$ cat config.mk
export PLATFORM = sky130hd
export DESIGN_NAME = cabac_ctx_state_ram
export DESIGN_NICKNAME = d
export VERILOG_FILES = /design/src/rtl/cabac_pkg.sv /design/src/rtl/rf_2p.sv /design/src/rtl/cabac_ctx_state_ram.sv
export SDC_FILE = /design/constraint.sdc
export NUM_CORES = 1
export LEC_CHECK = 0
export CAP_MARGIN = 10
export CORE_MARGIN = 2
export CORE_UTILIZATION = 60
export DETAILED_ROUTE_END_ITERATION = 10
export PLACE_DENSITY = 0.81
export REMOVE_ABC_BUFFERS = 1
export SYNTH_ARGS = -nofsm -noshare
export SYNTH_HDL_FRONTEND = slang
export SYNTH_SLANG_ARGS = --single-unit
$ cat constraint.sdc
create_clock -name clk -period 2.7 [get_ports clk]
set_input_delay 0.405 -clock clk [delete_from_list [all_inputs] [get_ports clk]]
set_output_delay 0.405 -clock clk [all_outputs]
set_load 0.01 [all_outputs]
$ cat src/rtl/cabac_pkg.sv
// rtl/cabac_pkg.sv - shared CABAC context-RAM types and default widths
// Contents: CTX_DATA_W / CTX_ADDR_W default widths, init_state_t sweep FSM encoding.
package cabac_pkg;

  localparam int CTX_DATA_W = 7;  // 6-bit pStateIdx + 1-bit valMps
  localparam int CTX_ADDR_W = 6;  // 64 contexts per table

  typedef enum logic {
    ST_IDLE = 1'b0,
    ST_INIT = 1'b1
  } init_state_t;

endpackage

$ cat src/rtl/rf_2p.sv
// rtl/rf_2p.sv - two-port register file, port A synchronous read, port B write
// Ports:
//   clka_i, cena_i (active-low), addra_i -> dataa_o : read port, data one cycle after enable
//   clkb_i, cenb_i (active-low), addrb_i, datab_i   : write port
// Storage is not reset. A same-address read and write in one cycle returns the old word.
module rf_2p #(
  parameter int Addr_Width = 6,
  parameter int Word_Width = 7
) (
  input  logic                  clka_i,
  input  logic                  cena_i,
  input  logic [Addr_Width-1:0] addra_i,
  output logic [Word_Width-1:0] dataa_o,
  input  logic                  clkb_i,
  input  logic                  cenb_i,
  input  logic [Addr_Width-1:0] addrb_i,
  input  logic [Word_Width-1:0] datab_i
);

  localparam int DEPTH = 1 << Addr_Width;

  logic [Word_Width-1:0] mem [DEPTH];

  always_ff @(posedge clka_i) begin
    if (!cena_i) begin
      dataa_o <= mem[addra_i];
    end
  end

  always_ff @(posedge clkb_i) begin
    if (!cenb_i) begin
      mem[addrb_i] <= datab_i;
    end
  end

endmodule

$ cat src/rtl/cabac_ctx_state_ram.sv
// rtl/cabac_ctx_state_ram.sv - CABAC context state RAM with init sweep and write-first forwarding
// Ports:
//   clk, rst (sync, active-high)
//   init_start -> sweep request; init_addr/init_data : external init table lookup;
//   init_busy : sweep in progress; init_done : one-cycle pulse after the last word
//   r_en, r_addr -> r_valid, r_data : 1-cycle read, r_data is 0 when r_valid is 0
//   w_en, w_addr, w_data : write port, ignored during a sweep
module cabac_ctx_state_ram
  import cabac_pkg::*;
#(
  parameter int DATA_W = CTX_DATA_W,
  parameter int ADDR_W = CTX_ADDR_W
) (
  input  logic              clk,
  input  logic              rst,
  input  logic              init_start,
  output logic [ADDR_W-1:0] init_addr,
  input  logic [DATA_W-1:0] init_data,
  output logic              init_busy,
  output logic              init_done,
  input  logic              r_en,
  input  logic [ADDR_W-1:0] r_addr,
  output logic              r_valid,
  output logic [DATA_W-1:0] r_data,
  input  logic              w_en,
  input  logic [ADDR_W-1:0] w_addr,
  input  logic [DATA_W-1:0] w_data
);

  localparam logic [ADDR_W-1:0] LAST_ADDR = '1;

  init_state_t       state, state_nxt;
  logic [ADDR_W-1:0] addr_nxt;
  logic              done_nxt;

  logic              idle;
  logic              rd_acc;
  logic              wr_acc;
  logic              fwd_hit;
  logic [DATA_W-1:0] fwd_data;
  logic [DATA_W-1:0] ram_q;
  logic              cena;
  logic              cenb;
  logic [ADDR_W-1:0] addrb;
  logic [DATA_W-1:0] datab;

  assign idle      = (state == ST_IDLE);
  assign init_busy = (state == ST_INIT);
  assign rd_acc    = idle & r_en;
  assign wr_acc    = idle & w_en;

  always_ff @(posedge clk) begin
    if (rst) begin
      state     <= ST_IDLE;
      init_addr <= '0;
      init_done <= 1'b0;
    end else begin
      state     <= state_nxt;
      init_addr <= addr_nxt;
      init_done <= done_nxt;
    end
  end

  always_comb begin
    state_nxt = state;
    addr_nxt  = init_addr;
    done_nxt  = 1'b0;
    case (state)
      ST_IDLE: begin
        if (init_start) begin
          state_nxt = ST_INIT;
          addr_nxt  = '0;
        end
      end
      ST_INIT: begin
        // init_start is not looked at here, so a sweep can be neither restarted nor stretched
        if (init_addr == LAST_ADDR) begin
          state_nxt = ST_IDLE;
          addr_nxt  = '0;
          done_nxt  = 1'b1;
        end else begin
          addr_nxt = init_addr + ADDR_W'(1);
        end
      end
      default: begin
        state_nxt = ST_IDLE;
        addr_nxt  = '0;
      end
    endcase
  end

  // The RAM returns the pre-write word on a same-cycle collision, so the
  // collision is remembered and the write data substituted one cycle later.
  always_ff @(posedge clk) begin
    if (rst) begin
      r_valid  <= 1'b0;
      fwd_hit  <= 1'b0;
      fwd_data <= '0;
    end else begin
      r_valid  <= rd_acc;
      fwd_hit  <= rd_acc & wr_acc & (r_addr == w_addr);
      fwd_data <= w_data;
    end
  end

  assign r_data = !r_valid ? '0 : (fwd_hit ? fwd_data : ram_q);

  // Port B is owned by the sweep while busy; user writes only land in IDLE.
  assign cena  = ~rd_acc;
  assign cenb  = ~((init_busy | wr_acc) & ~rst);
  assign addrb = init_busy ? init_addr : w_addr;
  assign datab = init_busy ? init_data : w_data;

  rf_2p #(
    .Addr_Width(ADDR_W),
    .Word_Width(DATA_W)
  ) u_rf (
    .clka_i (clk),
    .cena_i (cena),
    .addra_i(r_addr),
    .dataa_o(ram_q),
    .clkb_i (clk),
    .cenb_i (cenb),
    .addrb_i(addrb),
    .datab_i(datab)
  );

endmodule

After elaboration in Yosys (flattened, before gate mapping)
Memory sizes are Yosys's and may differ from the RTL's. A register that Yosys moved wholly into a read port is not among the register bits.
Cells that the tools add are included.
Word-level totals
  memories kept: 1
  register bits after elaboration: 17
  output and inout port bits: 16
  logic and storage cells: 32
  bits in writable memories: 448
Operators by class
  reduce and logical (&&, ||, !) cells: 1
  $add $sub $neg: 1
  bitwise logic cells: 8
  equality and inequality tests: 3
  muxes and demuxes: 12
Memories
  u_rf.mem: words 64, bits a word 7, rd ports 1, clocked after memory_dff 1, wr ports 1, RTL line rf_2p.sv:22  | logic [Word_Width-1:0] mem [DEPTH];
Operators with widths (number)
  $mux W7: 3
  $mux W6: 3
  $pmux W6 S2: 1
  $add A6 B1 Y6 const B: 1
  $eq A6 B6 Y1: 1
  $eq A6 B6 Y1 const B: 1
  $and A1 B1 Y1: 5
  $mux W1: 4
  $ne A2 B2 Y1 const B: 1
  $not A1 Y1: 2
  $pmux W1 S2: 1
  $reduce_or A2 Y1: 1
  $or A1 B1 Y1: 1

Longest topological paths before layout
Gate-level depths: netlist of run 1.
  depth in word-level cells: 5
  depth in mapped cells: 9
  gate-level depth less buffers: 6

Hierarchy
A second synthesis of run 1 with hierarchy kept.
Second synthesis, totals
  cells, all modules: 917
  area total of the unflattened synthesis: 18657.9 µm²
By module, submodules not included
  rf_2p: cells an instance 813, area an instance 17702.0 µm², times used 1
  cabac_ctx_state_ram: cells an instance 104, area an instance 955.9 µm², times used 1

Worst setup path after synthesis of run 1
No wires, ideal clock.
  kind: reg2reg
  start: register state (netlist: init_busy)
  end: memory u_rf.mem[0][5] (data pin)
  clock period less this slack: 2.213 ns
  path buffers: 3
  arrival: 1.862 ns
  setup time: 0.351 ns
  stages on the path, launching flop included: 5
  slack: 0.487 ns
  cell sequence: dfxtp_1 > clkbuf_1 > buf_2 > buf_1 > mux2_2
On the way
  longest elaborated chain between the ends: 1
Ends and longest elaborated chain
  start: declaration: RTL line cabac_ctx_state_ram.sv:32  | init_state_t state, state_nxt;
  start signal: assignment: RTL line cabac_ctx_state_ram.sv:58  | state <= state_nxt;
  $mux W7: RTL line cabac_ctx_state_ram.sv:112  | assign datab = init_busy ? init_data : w_data;
  named net datab[5]: RTL line cabac_ctx_state_ram.sv:45  | logic [DATA_W-1:0] datab;
  end: declaration: RTL line rf_2p.sv:22
The timed path passes the listed nets, and every way through them passes these cells.

Final worst setup path of run 1
  start: register state (netlist: init_busy)
  end: memory u_rf.mem[44][4], enable pin
On the way
  longest elaborated chain between the ends: 5
Ends and longest elaborated chain
  $not A1 Y1 (no line)
  $and A1 B1 Y1: RTL line cabac_ctx_state_ram.sv:50  | assign wr_acc = idle & w_en;
  $or A1 B1 Y1: RTL line cabac_ctx_state_ram.sv:110  | assign cenb = ~((init_busy | wr_acc) & ~rst);
  $and A1 B1 Y1: RTL line cabac_ctx_state_ram.sv:110
  $mux W1 (not written as such): RTL line rf_2p.sv:32  | mem[addrb_i] <= datab_i;
Several ways; a longest one is shown, not always the timed one.

==> reports/qor.yml, run 1 <==
r2r-start: "init_busy"
ios: 47
cts_tree: "yes"
overflow: 0
dpl.hpwl_um: 27770
mostFrequentLayoutCell: "edfxtp_1"
slew_viol_final: 0
yosys.area.top_type: "edfxtp_1"
slew-limit-headroom: 0.4937
powerDensity_nw_per_um2: 690.3
rsz0062_at_grt: "no"
core_um2: 30670
worstReg2RegEnd: "u_rf.mem[44][4]"
synth_edf_count: 455
antenna_found_initial: 0
grt_pass1_vias: 10540
synth_cell_type_count: 48
drtIter0Drc: 1337
nNetsFinal: 1177
vias_per_cell: 6.599
drc: 0
max_freq_ghz: 0.3934
postRouteAntennaNets: 0
area_growth_pct: 17.02
initial_core_util: 0.6124
drv_cap: 0
final.setup.worst_slack_ns: 0.1577
path_cells: "inv_1 -> a2bb2oi_1 -> nor2_1 -> nand2_1 -> nor2_1 -> buf_4"
yosys.area.top_type_share: 0.7275
drive_gt1_frac: 0.2655
clock_latency_ns: 0.55
cp-end-kind: "flop"
fin_util: 0.7166
synth.area.top_cells: "edfxtp_1 73%, mux4_2 11%, dfxtp_1 1.8%"
dieArea_um2: 32730
ir_drop_v: 0.0004333
die_w_um: 180.9
cts-htree-levels: 2
grt_max_degree: 65
postCtsSetupBuffers: 0
final_hold_viol_count: 0
async_reset_ff_frac: 0
syn_area_um2: 18780
finalHoldWorstSlack_ns: 0.4764
drt-total-wl_um: 43830
setup_tns_ns: 0
cts_buffers: 44
synth_seq_cells: 472
endpoint: "u_rf.mem[44][4]"
max_stage_delay_ns: 0.66
clk_pin_slew_ns: 0.06
place.gp.congestion: 0.9131
diodes: 0
clock-skew-final_ns: 0.01805
hold_buffers: 0
cp.required_ns: 2.95
fin_crit_ns: 2.542
syn-instance-count: 964
n_fill_cell: 1715
crit_slowest_cell: "dfxtp_2"
power_leakage_uw: 0.007202
synth_area_per_cell_um2: 19.48
grtUsageTotal: 0.2715
ff2ff_path_depth: 6
root_buffer: "clkbuf_16"
r2r_slack_ns: 0.16
cp_max_fo: 28
die_h_um: 180.9
grt_pass1_wl_um: 65380
status: "completed"
first_pass_iters: 5
worst_pin_slew_ns: 0.7594
io_buffers: 46
startpoint_type: "flop"
wl_per_cell_um: 27.83
crit_top_cell: "nor2_1"
hp-class: "primary input to flop"
synth-main-ff-cell: "edfxtp_1"
fin_crit_sh: 0.9416
critPathLaunch: "init_busy"
cp.arrival_ns: 2.79
row_count: 64
clockBufferDepth: 3
critPathKind: "flop to flop"
finalSetupViolCount: 0
layout_common_cells: "455 x edfxtp_1, 131 x buf_4, 95 x mux4_2"
dpl_worst_slack_ns: 0.03686
yosys_warnings: 0
numClockSinks: 472
yosysSeqAreaShare: 0.7456
vias: 10390
post_cts_resized: 0
-- worst max-delay path, delay by kind of cell, from the launching register on --
family,cells,cell delay [ns]
AO/OA/AOI/OAI,1,0.19
buffers and inverters,2,0.48
flip-flops,1,0.66
AND/OR/NAND/NOR,3,0.92
-- worst min-delay path by stage --
stage / start / endpoint / cells past startpoint
finish: w_data[2] / fwd_data[2] / 2
global route: w_data[2] / fwd_data[2] / 2
CTS: w_data[6] / fwd_data[6] / 2
detailed placement: init_addr[5] / init_addr[5] / 2
global placement: init_addr[5] / init_addr[5] / 2
floorplan: rst / init_addr[2] / 1
-- cells in the mapped netlist (8+ instances only) --
master / n
a21oi_1: 13
a311oi_1: 8
buf_2: 14
buf_4: 9
clkbuf_1: 16
dfxtp_1: 17
edfxtp_1: 455
mux2_2: 15
mux2i_1: 32
mux4_1: 11
mux4_2: 95
nand2_1: 49
nor2_1: 81
nor2b_1: 23
o21ai_0: 10
o22ai_1: 16
-- power by group --
group          total (µW)  internal, µW  switching (µW)
Clock                6000          3500            2500
Sequential           8170          8140            25.6
Combinational         999           390             609
Total               15200         12000            3140
-- registers in the layout (all words and copies together), names as in the netlist --
register	count
init_done	1
init_addr	6
r_valid	1
init_busy	1
u_rf.mem	448
fwd_hit	1
u_rf.dataa_o	7
fwd_data	7
-- metal layers --
layer | part of all wire | track usage | up-vias
li1 | - | - | 4310
met1 | 0.38 | 0.3742 | 5246
met2 | 0.48 | 0.4357 | 705
met3 | 0.094 | 0.04676 | 132
met4 | 0.045 | 0.1168 | 0
met5 | 0 | 0 | -
-- layout make-up --
type                    instances  area [µm²]  share of cell area
flip-flops and latches        472       14000              0.6372
multi-input cells             436        4461              0.2029
well taps                     396       495.5             0.02254
clock inverters                20       198.9            0.009052
inverters                       7       26.28            0.001195
clock buffers                  60        1202             0.05471
repair buffers                184        1590             0.07236
-- cells by family after synthesis --
group / Yosys count / synth area share
fa+ha+maj: 1 / 0.0006661
simple gates: 180 / 0.04237
buf+inv: 56 / 0.01692
flops: 472 / 0.7456
xor+xnor: 6 / 0.002798
compound gates: 96 / 0.03631
mux: 153 / 0.1554
-- per-stage QoR --
step / area, µm² / instances / power (µW)
floorplan: 18490 / 915 / 8763
global placement: 20580 / 1495 / 9271
detailed placement: 20580 / 1495 / 9302
CTS: 21980 / 1575 / 15220
global route: 21980 / 1575 / 15560
finish: 21980 / 1575 / 15170
Power figures use the tool's default switching activity.
==> inputs of run 2 (changes only) <==
--- a/config.mk
+++ b/config.mk
@@ -6,10 +6,10 @@
 export NUM_CORES = 1
 export LEC_CHECK = 0
 export CAP_MARGIN = 10
-export CORE_MARGIN = 2
-export CORE_UTILIZATION = 60
+export CORE_UTILIZATION = 55
 export DETAILED_ROUTE_END_ITERATION = 10
-export PLACE_DENSITY = 0.81
+export GPL_ROUTABILITY_DRIVEN = 0
+export PLACE_DENSITY = 0.78
 export REMOVE_ABC_BUFFERS = 1
 export SYNTH_ARGS = -nofsm -noshare
 export SYNTH_HDL_FRONTEND = slang
==> constraint.sdc (replaced) <==
create_clock -name clk -period 2.12 [get_ports clk]
set_input_delay 0.318 -clock clk [delete_from_list [all_inputs] [get_ports clk]]
set_output_delay 0.318 -clock clk [all_outputs]
set_load 0.01 [all_outputs]
==> run 2 against run 1 <==
Via count is 1.0% lower; flip-flop and latch count is the same; sequential power up 27%; highest routed layer unchanged; largest power group unchanged.
==> reports/qor.yml, run 2 (synthesis results as in run 1) <==
status: "completed"
final.setup.worst_slack_ns: 0.06767
rsz0062_at_grt: "no"
drtIter0Drc: 1202
startpoint_type: "flop"
initial_core_util: 0.5601
dp.cells: 1587
r2r-start: "u_rf.mem[44][1]"
max_freq_ghz: 0.4873
dieArea_um2: 34890
clock-skew-final_ns: 0.007548
fin_crit_ns: 2.052
diodes: 0
cts_buffers: 44
overflow: 0
holdPathStages: 2
clk_pin_slew_ns: 0.06
final_hold_viol_count: 0
power.total_uw: 18970
layout_common_cells: "455 x edfxtp_1, 162 x buf_4, 96 x mux4_2"
cts-htree-levels: 2
cp.arrival_ns: 1.73
grtUsageTotal: 0.2542
nNetsFinal: 1220
fin_crit_sh: 0.9681
fin_util: 0.6693
area_growth_pct: 19.49
cp_max_fo: 6
power_leakage_uw: 0.007501
ios: 47
internal_power_uw: 14990
critPathLaunch: "fwd_hit"
clockBufferDepth: 3
postRouteAntennaNets: 0
grt_pass1_wl_um: 65000
combPwrFrac: 0.071
io_buffers: 46
hold_buffers: 0
core_um2: 33530
regMostFlops: "u_rf.mem"
worst_pin_slew_ns: 0.7256
p_sw_frac: 0.2101
grt_pass1_vias: 10340
die_h_um: 186.8
wl_per_cell_um: 26.07
mostFrequentLayoutCell: "edfxtp_1"
ff2ff_path_depth: 5
dpl_worst_slack_ns: -0.3162
r2r_slack_ns: 0.08
root_buffer: "clkbuf_16"
slew-limit-headroom: 0.5162
cp-end-kind: "primary output"
antenna_found_initial: 0
clock_latency_ns: 0.54
cp.required_ns: 1.80
vias: 10290
dpl.hpwl_um: 27780
grt_max_degree: 65
drive_gt1_frac: 0.2938
hp-class: "primary input to flop"
finalSetupViolCount: 0
powerDensity_nw_per_um2: 845.4
slew_viol_final: 0
ir_drop_v: 0.0005049
largest_reg_flops: 448
drv_cap: 0
drt-total-wl_um: 43540
endpoint: "r_data[5]"
first_pass_iters: 5
top_regs: "u_rf.mem: 448 flops, fwd_data: 7 flops, u_rf.dataa_o: 7 flops"
clock_power_share: 0.381
die_w_um: 186.8
vias_per_cell: 6.159
row_count: 67
numClockSinks: 472
cts_tree: "yes"
worstReg2RegEnd: "u_rf.dataa_o[1]"
drc: 0
finalHoldWorstSlack_ns: 0.3804
p_switching_uw: 3987
seqPwrFrac: 0.548
critPathKind: "flop to primary output"
finalNonFillerCells: 1670
## run 2: worst min-delay path by stage
stage                       from      endpoint  slack (ns)
global route           w_data[0]   fwd_data[0]        0.38
floorplan                    rst  init_addr[2]        0.39
detailed placement  init_addr[5]  init_addr[5]        0.56
CTS                    w_data[6]   fwd_data[6]        0.37
finish                 w_data[6]   fwd_data[6]        0.38
global placement    init_addr[5]  init_addr[5]        0.54
## run 2: final cells by class
cell class / instances / area [µm²]
Clock buffer: 61 / 1196
Clock inverter: 19 / 110.1
Fill cell: 2147 / 11090
Inverter: 7 / 26.28
Multi-Input combinational cell: 436 / 4479
Sequential cell: 472 / 14010
Tap cell: 448 / 560.5
Timing Repair Buffer: 227 / 2061
## run 2: timing repair
action / in CTS / in global routing
setup buffers: 3 / 0
hold endpoints to repair: 0 / 0
gates resized for setup: 9 / 9
setup endpoints to repair: 8 / 7
## run 2: power by group through the flow
| stage | Clock, µW | Sequential [µW] | Combinational [µW] |
|---|---|---|---|
| after floorplan | 0 | 10600 | 564 |
| after global placement | 0 | 10600 | 1290 |
| after detailed placement | 0 | 10600 | 1320 |
| after CTS | 7290 | 10400 | 1340 |
| after global routing | 7640 | 10400 | 1420 |
| final | 7230 | 10400 | 1340 |
## run 2: worst max-delay path: stages, from the launching register on
cell and delay [ns]:
dfxtp_2 0.36, buf_6 0.15, buf_12 0.11, mux2i_4 0.23
nor2b_1 0.07, dlygate4sd2_1 0.28
## run 2: per-stage QoR
step	setup TNS [ns]	instance area, µm²
finish	0	22440
global route	0	22440
CTS	0	22420
detailed placement	-49.39	21070
global placement	-37.75	21070
floorplan	-169.38	18490
## run 2: per-layer routing
| metal | vias to the layer above | share of wire | wire, µm | track usage |
|---|---|---|---|---|
| met5 | - | 0 | 0 | 0 |
| met4 | 0 | 0.038 | 1672 | 0.09741 |
| met3 | 100 | 0.088 | 3812 | 0.04006 |
| met2 | 552 | 0.49 | 21150 | 0.4102 |
| met1 | 5237 | 0.39 | 16910 | 0.3535 |
| li1 | 4397 | - | - | - |
